$ cat src/rtl/z80_seq_pkg.sv
// rtl/z80_seq_pkg.sv - shared types and helpers for the indexed load/store sequencer
package z80_seq_pkg;

    typedef enum logic [2:0] {
        S_IDLE = 3'd0,
        S_DISP = 3'd1,
        S_ADDR = 3'd2,
        S_MEM  = 3'd3,
        S_WB   = 3'd4,
        S_RET  = 3'd5
    } seq_state_t;

    localparam logic [3:0] REG_IX = 4'd8;
    localparam logic [3:0] REG_IY = 4'd9;

    function automatic logic [15:0] disp_ext(input logic [7:0] d, input logic signed_mode);
        return signed_mode ? {{8{d[7]}}, d} : {8'h00, d};
    endfunction

endpackage

$ cat src/rtl/z80_ixiy_mem_sequencer.sv
// rtl/z80_ixiy_mem_sequencer.sv - LD (IX/IY+d),r and LD r,(IX/IY+d) multi-cycle sequencer
module z80_ixiy_mem_sequencer
    import z80_seq_pkg::*;
#(
    parameter bit DISP_SIGNED = 1'b0
) (
    input  logic        clk,
    input  logic        reset_n,
    input  logic        start,
    output logic        idle,
    input  logic        insn_iy,
    input  logic        insn_store,
    input  logic [2:0]  insn_r,
    input  logic [15:0] pc_in,
    output logic [3:0]  reg1_rnum,
    input  logic [15:0] reg1_rdata,
    output logic [3:0]  reg2_rnum,
    input  logic [15:0] reg2_rdata,
    output logic        reg_wr,
    output logic [3:0]  reg_wnum,
    output logic [7:0]  reg_wdata,
    output logic        mem_valid,
    output logic        mem_we,
    output logic [15:0] mem_addr,
    output logic [7:0]  mem_wdata,
    input  logic        mem_ready,
    input  logic [7:0]  mem_rdata,
    output logic        retire,
    output logic [15:0] retire_pc,
    output logic [15:0] retire_addr,
    output logic        illegal
);

    seq_state_t  state, state_nx;
    logic        iy_q, store_q, illegal_q;
    logic [2:0]  r_q;
    logic [15:0] pc_q, ea_q;
    logic [7:0]  d_q, byte_q;
    logic        accept;
    logic        unused_hi;

    // Only the low byte of the data register is ever stored.
    assign unused_hi = ^reg2_rdata[15:8];
    assign accept    = (state == S_IDLE) && start && (insn_r != 3'b110);

    always_ff @(posedge clk or negedge reset_n) begin
        if (!reset_n) begin
            state     <= S_IDLE;
            iy_q      <= 1'b0;
            store_q   <= 1'b0;
            r_q       <= 3'd0;
            pc_q      <= 16'h0000;
            d_q       <= 8'h00;
            ea_q      <= 16'h0000;
            byte_q    <= 8'h00;
            illegal_q <= 1'b0;
        end else begin
            state     <= state_nx;
            illegal_q <= (state == S_IDLE) && start && (insn_r == 3'b110);
            if (accept) begin
                iy_q    <= insn_iy;
                store_q <= insn_store;
                r_q     <= insn_r;
                pc_q    <= pc_in;
            end
            if (state == S_DISP && mem_ready) begin
                d_q <= mem_rdata;
            end
            if (state == S_ADDR) begin
                ea_q <= reg1_rdata + disp_ext(d_q, DISP_SIGNED);
                if (store_q) begin
                    byte_q <= reg2_rdata[7:0];
                end
            end
            if (state == S_MEM && mem_ready && !store_q) begin
                byte_q <= mem_rdata;
            end
        end
    end

    always_comb begin
        state_nx    = state;
        idle        = 1'b0;
        reg1_rnum   = 4'd0;
        reg2_rnum   = 4'd0;
        reg_wr      = 1'b0;
        reg_wnum    = 4'd0;
        reg_wdata   = 8'h00;
        mem_valid   = 1'b0;
        mem_we      = 1'b0;
        mem_addr    = 16'h0000;
        mem_wdata   = 8'h00;
        retire      = 1'b0;
        retire_pc   = 16'h0000;
        retire_addr = 16'h0000;
        illegal     = illegal_q;
        case (state)
            S_IDLE: begin
                idle = 1'b1;
                if (accept) state_nx = S_DISP;
            end
            S_DISP: begin
                mem_valid = 1'b1;
                mem_addr  = pc_q + 16'd2;
                if (mem_ready) state_nx = S_ADDR;
            end
            S_ADDR: begin
                reg1_rnum = iy_q ? REG_IY : REG_IX;
                reg2_rnum = store_q ? {1'b0, r_q} : 4'd0;
                state_nx  = S_MEM;
            end
            S_MEM: begin
                mem_valid = 1'b1;
                mem_we    = store_q;
                mem_addr  = ea_q;
                mem_wdata = store_q ? byte_q : 8'h00;
                if (mem_ready) state_nx = store_q ? S_RET : S_WB;
            end
            S_WB: begin
                reg_wr    = 1'b1;
                reg_wnum  = {1'b0, r_q};
                reg_wdata = byte_q;
                state_nx  = S_RET;
            end
            S_RET: begin
                retire      = 1'b1;
                retire_pc   = pc_q + 16'd3;
                retire_addr = ea_q;
                state_nx    = S_IDLE;
            end
            default: state_nx = S_IDLE;
        endcase
    end

endmodule

$ cat config.mk
export PLATFORM = sky130hd
export DESIGN_NAME = z80_ixiy_mem_sequencer
export DESIGN_NICKNAME = d
export VERILOG_FILES = /design/src/rtl/z80_seq_pkg.sv /design/src/rtl/z80_ixiy_mem_sequencer.sv
export SDC_FILE = /design/constraint.sdc
export NUM_CORES = 1
export LEC_CHECK = 0
export CAP_MARGIN = 20
export CORE_MARGIN = 2
export CORE_UTILIZATION = 36
export CTS_CLUSTER_SIZE = 40
export DETAILED_ROUTE_END_ITERATION = 12
export GPL_TIMING_DRIVEN = 0
export PLACE_DENSITY = 0.79
export SLEW_MARGIN = 20
export SYNTH_ARGS = -nofsm -noshare
export SYNTH_HDL_FRONTEND = slang
export SYNTH_SLANG_ARGS = --single-unit
export TNS_END_PERCENT = 1
$ cat constraint.sdc
create_clock -name clk -period 2.2 [get_ports clk]
set_input_delay 0.33 -clock clk [delete_from_list [all_inputs] [get_ports clk]]
set_output_delay 0.33 -clock clk [all_outputs]
set_load 0.05 [all_outputs]
==> results of run 1 <==
-- routing by layer --
metal	share of wire (%)	vias up
li1	-	1769
met1	43	1723
met2	50	121
met3	6.2	12
met4	1.3	0
met5	0	-
-- through the flow --
| stage | power, mW | utilization, % | setup slack, ns | hold slack [ns] |
|---|---|---|---|---|
| floorplan | 5.56 | - | -0.0911 | 0.0344 |
| global placement | 6.94 | 52.0 | -1.01 | 0.468 |
| detailed placement | 7.07 | 52.3 | -0.589 | 0.345 |
| CTS | 8.13 | 54.4 | -0.224 | 0.494 |
| global route | 9.02 | 55.9 | -0.276 | 0.529 |
| finish | 8.42 | 55.9 | -0.150 | 0.495 |
-- critical path, stage by stage (launching register included) --
cell      delay (ns)
dfrtp_1         0.32
clkbuf_4        0.19
nand3_2         0.19
nor3_2          0.21
nor2_1          0.06
or3_1           0.32
a21oi_2         0.19
buf_4           0.22
-- worst paths after layout --
kind | from | endpoint | slack [ns]
min | ea_q[9] | ea_q[9] | 0.49
max in group asynchronous | reset_n | pc_q[2] | 1.38
min in group asynchronous | reset_n | ea_q[8] | 0.52
min reg2reg | ea_q[9] | ea_q[9] | 0.49
max reg2reg | d_q[0] | ea_q[14] | 0.22
max | pc_q[3] | mem_addr[10] | -0.15
-- cells in the final DEF, fill, tap and decap left out, types with 8 or more instances in the layout --
cell | synthesis | layout
clkdlybuf4s50_1 | 0 | 56
dfrtp_1 | 57 | 48
nand2_1 | 49 | 47
nor2_1 | 42 | 39
and2_1 | 32 | 31
buf_6 | 4 | 29
mux2_2 | 27 | 27
buf_4 | 5 | 26
xor2_1 | 24 | 24
o21ai_0 | 24 | 24
a21oi_1 | 23 | 21
buf_2 | 7 | 18
xnor2_1 | 14 | 14
inv_1 | 13 | 12
clkbuf_4 | 0 | 11
nand3_1 | 13 | 11
ha_1 | 11 | 9
clkbuf_8 | 0 | 9
dfrtp_2 | 0 | 9
clkdlybuf4s15_2 | 0 | 8
-- where the power goes --
part           switching [mW]  internal (mW)  leakage (nW)
logic                    3.25           2.04          1.77
registers               0.536           1.59         0.679
clock network           0.475          0.532        0.0960
-- what timing repair did --
action,in CTS,in global routing
endpoints found under the hold margin,57,0
buffers inserted,1,3
pin swaps,4,9
hold buffers,1,0
resized for setup,396,108
setup endpoints to repair,77,76
-- cells by family (layout without fill, tap and decap cells) --
| kind of cell | Yosys count | in the layout | synth area share [%] |
|---|---|---|---|
| AO/OA/AOI/OAI | 75 | 75 | 11.5 |
| XOR/XNOR | 38 | 38 | 8.66 |
| adder cells (fa/ha/maj) | 12 | 12 | 4.10 |
| buffers and inverters | 42 | 198 | 5.63 |
| flip-flops | 57 | 57 | 37.1 |
| multiplexers | 34 | 34 | 9.74 |
| other | 1 | 4 | 0.0976 |
| AND/OR/NAND/NOR | 174 | 174 | 23.1 |
-- sequential cells by signal (all words and copies together) (netlist names) --
name and cells:
iy_q 1, ea_q 16, byte_q 8, pc_q 16, d_q 8, r_q 3, illegal 1, state 3
store_q 1
-- area by class of cell --
cell class	count	area, sq um
Fill cell	923	4560
Multi-Input combinational cell	337	2370
Sequential cell	57	1440
Timing Repair Buffer	140	1320
Buffer	27	205
Tap cell	136	170
Clock buffer	9	124
Clock inverter	7	80.1
Inverter	15	63.8
==> out/qor.yml, run 1 <==
clock_network:
  cts_max_path_buffers: 2
  tritoncts: "done"
  htreeDepth: 3
  clk_latency_ns: 0.34
  clkSlewWorstSetupHoldPaths_ns: 0.07
  cts.sinks: 57
  cts-root-buf: "clkbuf_8"
  cts_made_buffers: 9
place:
  hpwl_um: 8900
  io_buffer_count: 134
  placed_area_sq_um: 5400
  dp.cells: 707
  gp_congestion: 0.875
route:
  wl_per_cell_um: 15.7
  routed_wl_um: 11500
  route.vias.total: 3625
  drtAntennaViolNets: 0
  drt-pass1-iter-count: 4
  drc: 0
  avgViaCountPerCell: 4.98
  dr.first_iter.drc_count: 143
global_routing:
  grt_max_degree: 58
  grt_pass1_wl_um: 18300
  antenna_found_initial: 0
  top_usage_layer: "met2"
  use_met2_pct: 34.5
  grt_pass1_vias: 3718
  gr-usage-met3_pct: 3.69
  grtUsageMet1_pct: 25.7
  gr-total-overflow: 0
  grt_use_total_pct: 20.3
worst_hold_path:
  hp-class: "flop to flop"
  min_path_cells: 2
yosys:
  async_reset_ff_share_pct: 100
  synthTopCellsByCount: "dfrtp_1 (57), nand2_1 (49), nor2_1 (42)"
  synth_enable_flop_cells: 0
  ys.flop_type: "dfrtp_1"
  syn_area_sq_um: 3840
  ys_warn_count: 0
  synth_top_area_cell: "dfrtp_1"
  synth_area_leaders: "dfrtp_1 (37%), mux2_2 (7.9%), xor2_1 (5.5%)"
  syn_avg_cell_area_sq_um: 8.87
  synth_top_area_share_pct: 37.1
  netlist_instances: 433
  synth.yosys.seq_area_share_pct: 37.1
  yosysMostFrequentCell: "dfrtp_1"
  synthDistinctLibCells: 51
  yosys_register_bits: 57
finish:
  area_growth_pct: 50.2
  final_cells: 728
  drive_gt1_share_pct: 32.8
  post-route-cell-area_sq_um: 5770
  antenna-diode-count: 0
  num-nets-final: 664
setup_path:
  cp_max_fo: 8
  crit_type: "flop to primary output"
  end_kind: "primary output"
  cp.required_ns: 1.87
  startpoint_type: "flop"
  reg2reg_depth: 7
  worstPathArrival_ns: 2.02
sta:
  slew_viol_final: 0
  period_share_pct: 107
  timing.setup.tns_ns: -0.868
  fin_ws_ns: -0.150
  setup-violations-final: 16
  min_period_ns: 2.35
  rsz0062_at_grt: "yes"
  hold_violations: 0
  fmax_ghz: 0.425
  skew_ns: 0.0112
floorplan:
  die_area_sq_um: 11500
  die_width_um: 107
  num_rows: 37
  die_h_um: 107
  core-area_sq_um: 10300
  io_pins: 147
  initial_core_util_pct: 37.2
pwr:
  vdd_ir_drop_max_mv: 0.780
  powerDensity_nw_per_um2: 1460
  total_leakage_power_nw: 2.55
run_status:
  violations: "setup timing"
  status: "finished, violations left"
flow_run:
  drv_cap: 0
Note: power is estimated with default switching activity, not from simulation.
==> run 2: changes to the inputs <==
TNS_END_PERCENT = not set   (was 1)
==> out/qor.yml, run 2 (synthesis results as in run 1) <==
clock_network:
  clkSlewWorstSetupHoldPaths_ns: 0.07  # about the same
  htreeDepth: 3  # unchanged
  tritoncts: "done"
  cts_max_path_buffers: 2  # unchanged
  cts.sinks: 57  # unchanged
  clk_latency_ns: 0.34  # about the same
  cts-root-buf: "clkbuf_8"
  cts_made_buffers: 9  # unchanged
sta:
  fin_ws_ns: -0.0689  # +0.0814 ns
  hold_violations: 0  # unchanged
  setup-violations-final: 12  # -4
  rsz0062_at_grt: "yes"
  slew_viol_final: 0  # unchanged
  min_period_ns: 2.27  # -0.0814 ns
  skew_ns: 0.0138  # +0.00251 ns
  timing.setup.tns_ns: -0.485  # +0.383 ns
  maxSlewHeadroom_pct: 66.6
  fmax_ghz: 0.441  # +3.6%
  worst_pin_slew_ns: 0.496
  period_share_pct: 103  # -3.7 points
finish:
  reg.largest.list: "ea_q: 16 flops, pc_q: 16 flops"
  drive_gt1_share_pct: 39.4  # +6.7 points
  seqCellArea_sq_um: 1440  # +0.26%
  fillers: 879  # -4.8%
  layout_commonest_cell: "clkdlybuf4s50_1"
  multiInputGateArea_sq_um: 2520  # +6.4%
  antenna-diode-count: 0  # unchanged
  layout_common_cells: "clkdlybuf4s50_1 (56), dfrtp_1 (45), nand2_1 (44)"
  num-nets-final: 683  # +2.9%
  area_growth_pct: 59.6
floorplan:
  die_h_um: 107  # unchanged
  io_pins: 147  # unchanged
  core-area_sq_um: 10300  # unchanged
  die_width_um: 107  # unchanged
  initial_core_util_pct: 37.2  # unchanged
  num_rows: 37  # unchanged
  die_area_sq_um: 11500  # unchanged
pwr:
  vdd_ir_drop_max_mv: 0.843  # +8.1%
  powerDensity_nw_per_um2: 1490  # +2.0%
  total_leakage_power_nw: 2.72  # +6.8%
setup_path:
  cpMaxStageDelayCell: "dfrtp_2"
  path_cells: "buf_12 > ha_4 > a21oi_4 > nor3b_4 > nand3_2 > xor2_1 > nor2_2 > buf_6"
  startpoint_type: "flop"
  crit_start: "pc_q[2]"
  cp_top_family: "simple AND/OR/NAND/NOR gates"
  cp_num_buf_inv: 2  # unchanged
  cp.required_ns: 1.87  # about the same
  worstPathArrival_ns: 1.94  # -0.08 ns
  reg2reg_from: "d_q[0]"
  cp_max_fo: 3  # -5
  crit_type: "flop to primary output"
  end_kind: "primary output"
  critPathMaxStageDelay_ns: 0.45  # +0.13 ns
route:
  wl_per_cell_um: 16.1  # +2.4%
  drt-pass1-iter-count: 4  # unchanged
  avgViaCountPerCell: 5.05  # +1.5%
  dr.first_iter.drc_count: 141  # -1.4%
  drtAntennaViolNets: 0  # unchanged
  routed_wl_um: 12000  # +5.1%
  route.vias.total: 3774  # +4.1%
  drc: 0  # unchanged
worst_hold_path:
  hp-class: "flop to flop"
  min-delay-start: "ea_q[9]"
place:
  hpwl_um: 8870  # -0.35%
  io_buffer_count: 134  # unchanged
  place_ws_ns: -0.645  # -0.0559 ns
  gp_congestion: 0.871  # -0.48%
global_routing:
  gr-total-overflow: 0  # unchanged
  antenna_found_initial: 0  # unchanged
  grt_pass1_wl_um: 18500  # +1.2%
  grt_pass1_vias: 3900  # +4.9%
  grt_max_degree: 58  # unchanged
  grt_use_total_pct: 20.5  # +0.17 points
run_status:
  violations: "setup timing"
  status: "finished, violations left"
flow_run:
  drv_cap: 0  # unchanged
==> run 2: cell type report <==
type / instances / share of cell area [%]
plain buffers: 26 / 3.27
clock inverters: 7 / 1.67
flip-flops and latches: 57 / 23.5
clock buffers: 9 / 2.02
well taps: 136 / 2.78
inverters: 15 / 1.04
multi-input cells: 337 / 41.1
repair buffers: 160 / 24.6
==> run 2: through the flow <==
| step | util, % | std cells | instance area, sq um | hold slack, ns | power, mW |
|---|---|---|---|---|---|
| 6_report | 59.4 | 747 | 6130 | 0.491 | 9.13 |
| 5_1_grt | 59.4 | 747 | 6130 | 0.531 | 9.67 |
| 4_1_cts | 56.8 | 731 | 5860 | 0.495 | 8.72 |
| 3_5_place_dp | 52.6 | 707 | 5430 | 0.349 | 7.12 |
| 3_3_place_gp | 52.3 | 706 | 5400 | 0.470 | 6.98 |
| 2_1_floorplan | - | 436 | 3890 | 0.0344 | 5.60 |
==> run 2: report_power, final <==
group | internal (mW) | total, mW | switching, mW
registers | 1.60 | 2.15 | 0.549
logic | 2.37 | 5.85 | 3.48
clock network | 0.649 | 1.13 | 0.484
total | 4.61 | 9.13 | 4.52
==> run 2: per-layer routing <==
metal / up-vias / global-route usage (%) / part of all wire (%)
met5: - / 0 / 0
met4: 0 / 8.07 / 2.3
met3: 23 / 4.12 / 5.9
met2: 124 / 35.4 / 50
met1: 1815 / 24.9 / 41
li1: 1812 / - / -
==> run 2: what timing repair did <==
item / 4_1_cts / 5_1_grt
hold endpoints to repair: 55 / 0
pin swaps: 10 / 21
cloned: 0 / 1
setup buffers: 8 / 15
endpoints found under the setup margin: 77 / 70
hold buffers: 1 / 0
gates resized for setup: 453 / 72
==> run 2: final timing paths <==
kind / end / slack [ns] / cells past startpoint
min: ea_q[9] / 0.49 / 2
min in group asynchronous: ea_q[15] / 0.52 / 3
max in group asynchronous: pc_q[10] / 1.40 / 3
max reg2reg: ea_q[14] / 0.19 / 7
max: retire_pc[9] / -0.07 / 8
min reg2reg: ea_q[9] / 0.49 / 2
==> run 2: worst reg2reg max path, delay by kind of cell (launching register included) <==
family                     cells  cell delay [ns]
adders and majority gates      2             0.62
AOI/OAI and AO/OA              3             0.57
DFF                            1             0.38
and+or+nand+nor                1             0.17
xor gates and xnor gates       1             0.15
==> run 3: changes to the inputs <==
CORE_MARGIN = not set   (was 2)
==> out/qor.yml, run 3 (synthesis results as in run 1) <==
floorplan:
  core-area_sq_um: 10300  # unchanged
  io_pins: 147  # unchanged
  die_h_um: 105  # -1.9%
  die_width_um: 105  # -1.9%
  num_rows: 37  # unchanged
  initial_core_util_pct: 37.2  # unchanged
  die_area_sq_um: 11100  # -3.7%
place:
  gp_congestion: 0.858  # -1.4%
  placed_area_sq_um: 5400  # -0.51%
  dp.cells: 706  # -0.14%
  hpwl_um: 8700  # -1.9%
  place_ws_ns: -0.575  # +0.0706 ns
  io_buffer_count: 134  # unchanged
finish:
  area_growth_pct: 56.8
  layout_common_cells: "clkdlybuf4s50_1 (56), nand2_1 (46), dfrtp_1 (46)"
  fillers: 883  # +0.46%
  layout_commonest_cell: "clkdlybuf4s50_1"
  final_cells: 744  # -0.40%
  antenna-diode-count: 0  # unchanged
  reg.largest.list: "ea_q: 16 flops, pc_q: 16 flops"
  fin_util_pct: 58.4  # -1.0 points
  drive_gt1_share_pct: 38.7  # -0.79 points
  post-route-cell-area_sq_um: 6020  # -1.7%
  num-nets-final: 680  # -0.44%
sta:
  period_share_pct: 103  # +0.14 points
  worst_pin_slew_ns: 0.750  # +0.254 ns
  min_period_ns: 2.27  # +0.00305 ns
  hold-worst-slack_ns: 0.0364  # -0.454 ns
  fmax_ghz: 0.440  # -0.13%
  skew_ns: 0.0133  # -0.000467 ns
  setup-violations-final: 13  # +1
  hold_violations: 0  # unchanged
  slew_viol_final: 0  # unchanged
  timing.setup.tns_ns: -0.453  # +0.0321 ns
  fin_ws_ns: -0.0719  # -0.00305 ns
  rsz0062_at_grt: "yes"
  maxSlewHeadroom_pct: 50.0  # -17 points
route:
  drtAntennaViolNets: 0  # unchanged
  avgViaCountPerCell: 5.16  # +2.2%
  drt-pass1-iter-count: 4  # unchanged
  dr.first_iter.drc_count: 130  # -7.8%
  route.vias.total: 3840  # +1.7%
  routed_wl_um: 12100  # +0.38%
  drc: 0  # unchanged
  wl_per_cell_um: 16.2  # +0.79%
pwr:
  powerDensity_nw_per_um2: 1490  # about the same
  p_int_mw: 4.47  # -3.2%
  vdd_ir_drop_max_mv: 1.12  # +33%
  pwr-share-seq_pct: 24.1  # +0.6 points
  p_clk_share_pct: 11.4  # -1.0 points
  total_leakage_power_nw: 2.67  # -1.7%
  power_frac_comb_pct: 64.5  # +0.4 points
  finalPower_mw: 8.98  # -1.6%
  p_sw_share_pct: 50.3  # +0.82 points
  p_sw_mw: 4.52  # about the same
setup_path:
  cp_top_family: "flip-flops"
  end_kind: "primary output"
  path_cells: "ha_4 > nand3_4 > nor4_4 > nand3_1 > xnor2_1 > o21a_1 > buf_6"
  cp.required_ns: 1.87  # about the same
  rrSetupSlack_ns: 0.13  # -0.06 ns
  r2r_end: "ea_q[14]"
  cpMaxStageDelayCell: "dfrtp_2"
  startpoint_type: "flop"
  reg2reg_from: "d_q[0]"
  worstPathArrival_ns: 1.94  # about the same
  cp_num_buf_inv: 1  # -1
  cp_max_fo: 6  # +3
  critPathMaxStageDelay_ns: 0.48  # +0.03 ns
  reg2reg_depth: 7  # unchanged
  crit_type: "flop to primary output"
clock_network:
  htreeDepth: 3  # unchanged
  tritoncts: "done"
  cts_made_buffers: 9  # unchanged
  cts.sinks: 57  # unchanged
  clkSlewWorstSetupHoldPaths_ns: 0.08  # about the same
  cts-root-buf: "clkbuf_8"
  clk_latency_ns: 0.35  # about the same
  cts_max_path_buffers: 2  # unchanged
  cts_hold_buf: 0  # -1
global_routing:
  grt_pass1_vias: 3906  # +0.15%
  grt_max_degree: 58  # unchanged
  antenna_found_initial: 0  # unchanged
  grt_use_total_pct: 21.9  # +1.5 points
  gr-total-overflow: 0  # unchanged
  grt_pass1_wl_um: 19200  # +3.7%
run_status:
  violations: "setup timing"
  status: "finished, violations left"
worst_hold_path:
  hp-class: "primary input to async pin"
flow_run:
  drv_cap: 0  # unchanged
-- run 3: changes by cell type in the layout (fill, tap and decap cells not counted), moves of 3 or more --
| cell | change |
|---|---|
| buf_6 | -5 |
| clkdlybuf4s15_2 | -4 |
| buf_4 | +8 |
| clkbuf_4 | +5 |
| buf_2 | -3 |
| clkdlybuf4s15_1 | -3 |
-- run 3: repair_timing --
item	CTS	global route
setup buffers	9	14
pin swaps	17	14
setup endpoints to repair	79	70
gates resized for setup	442	101
-- run 3: how the worst max path moves through the flow --
stage	from	to	cells after the start
floorplan	state[2]	mem_wdata[0]	6
global placement	reset_n	illegal	1
detailed placement	pc_q[2]	retire_pc[9]	7
CTS	pc_q[2]	mem_addr[13]	7
global route	pc_q[1]	mem_addr[10]	7
finish	pc_q[2]	mem_addr[13]	7
-- run 3: area by class of cell --
type	instances	area, sq um	share of cell area, %
multi-input cells	337	2510	41.7
flip-flops and latches	57	1440	23.9
repair buffers	157	1440	23.8
plain buffers	26	201	3.34
well taps	136	170	2.82
clock buffers	9	124	2.06
clock inverters	7	78.8	1.31
inverters	15	63.8	1.06
-- run 3: power groups by stage --
stage	combinational [mW]	sequential, mW	clock [mW]
6_report	5.79	2.16	1.02
4_1_cts	5.36	2.12	1.04
5_1_grt	6.25	2.23	1.08
2_1_floorplan	3.69	1.91	0
3_5_place_dp	5.02	2.08	0
3_3_place_gp	4.91	2.05	0
-- run 3: worst reg2reg max path, delay by kind of cell, from the launching register on --
family | cells | cell delay (ns)
compound gates | 3 | 0.60
xor+xnor | 1 | 0.19
fa+ha+maj | 2 | 0.60
flops | 1 | 0.39
simple gates | 1 | 0.17
-- run 3: per-layer routing --
layer	share of wire, %	vias to the layer above	global-route usage, %
li1	-	1809	-
met1	42	1838	26.9
met2	49	163	38.0
met3	5.8	30	3.59
met4	2.9	0	9.36
met5	0	-	0
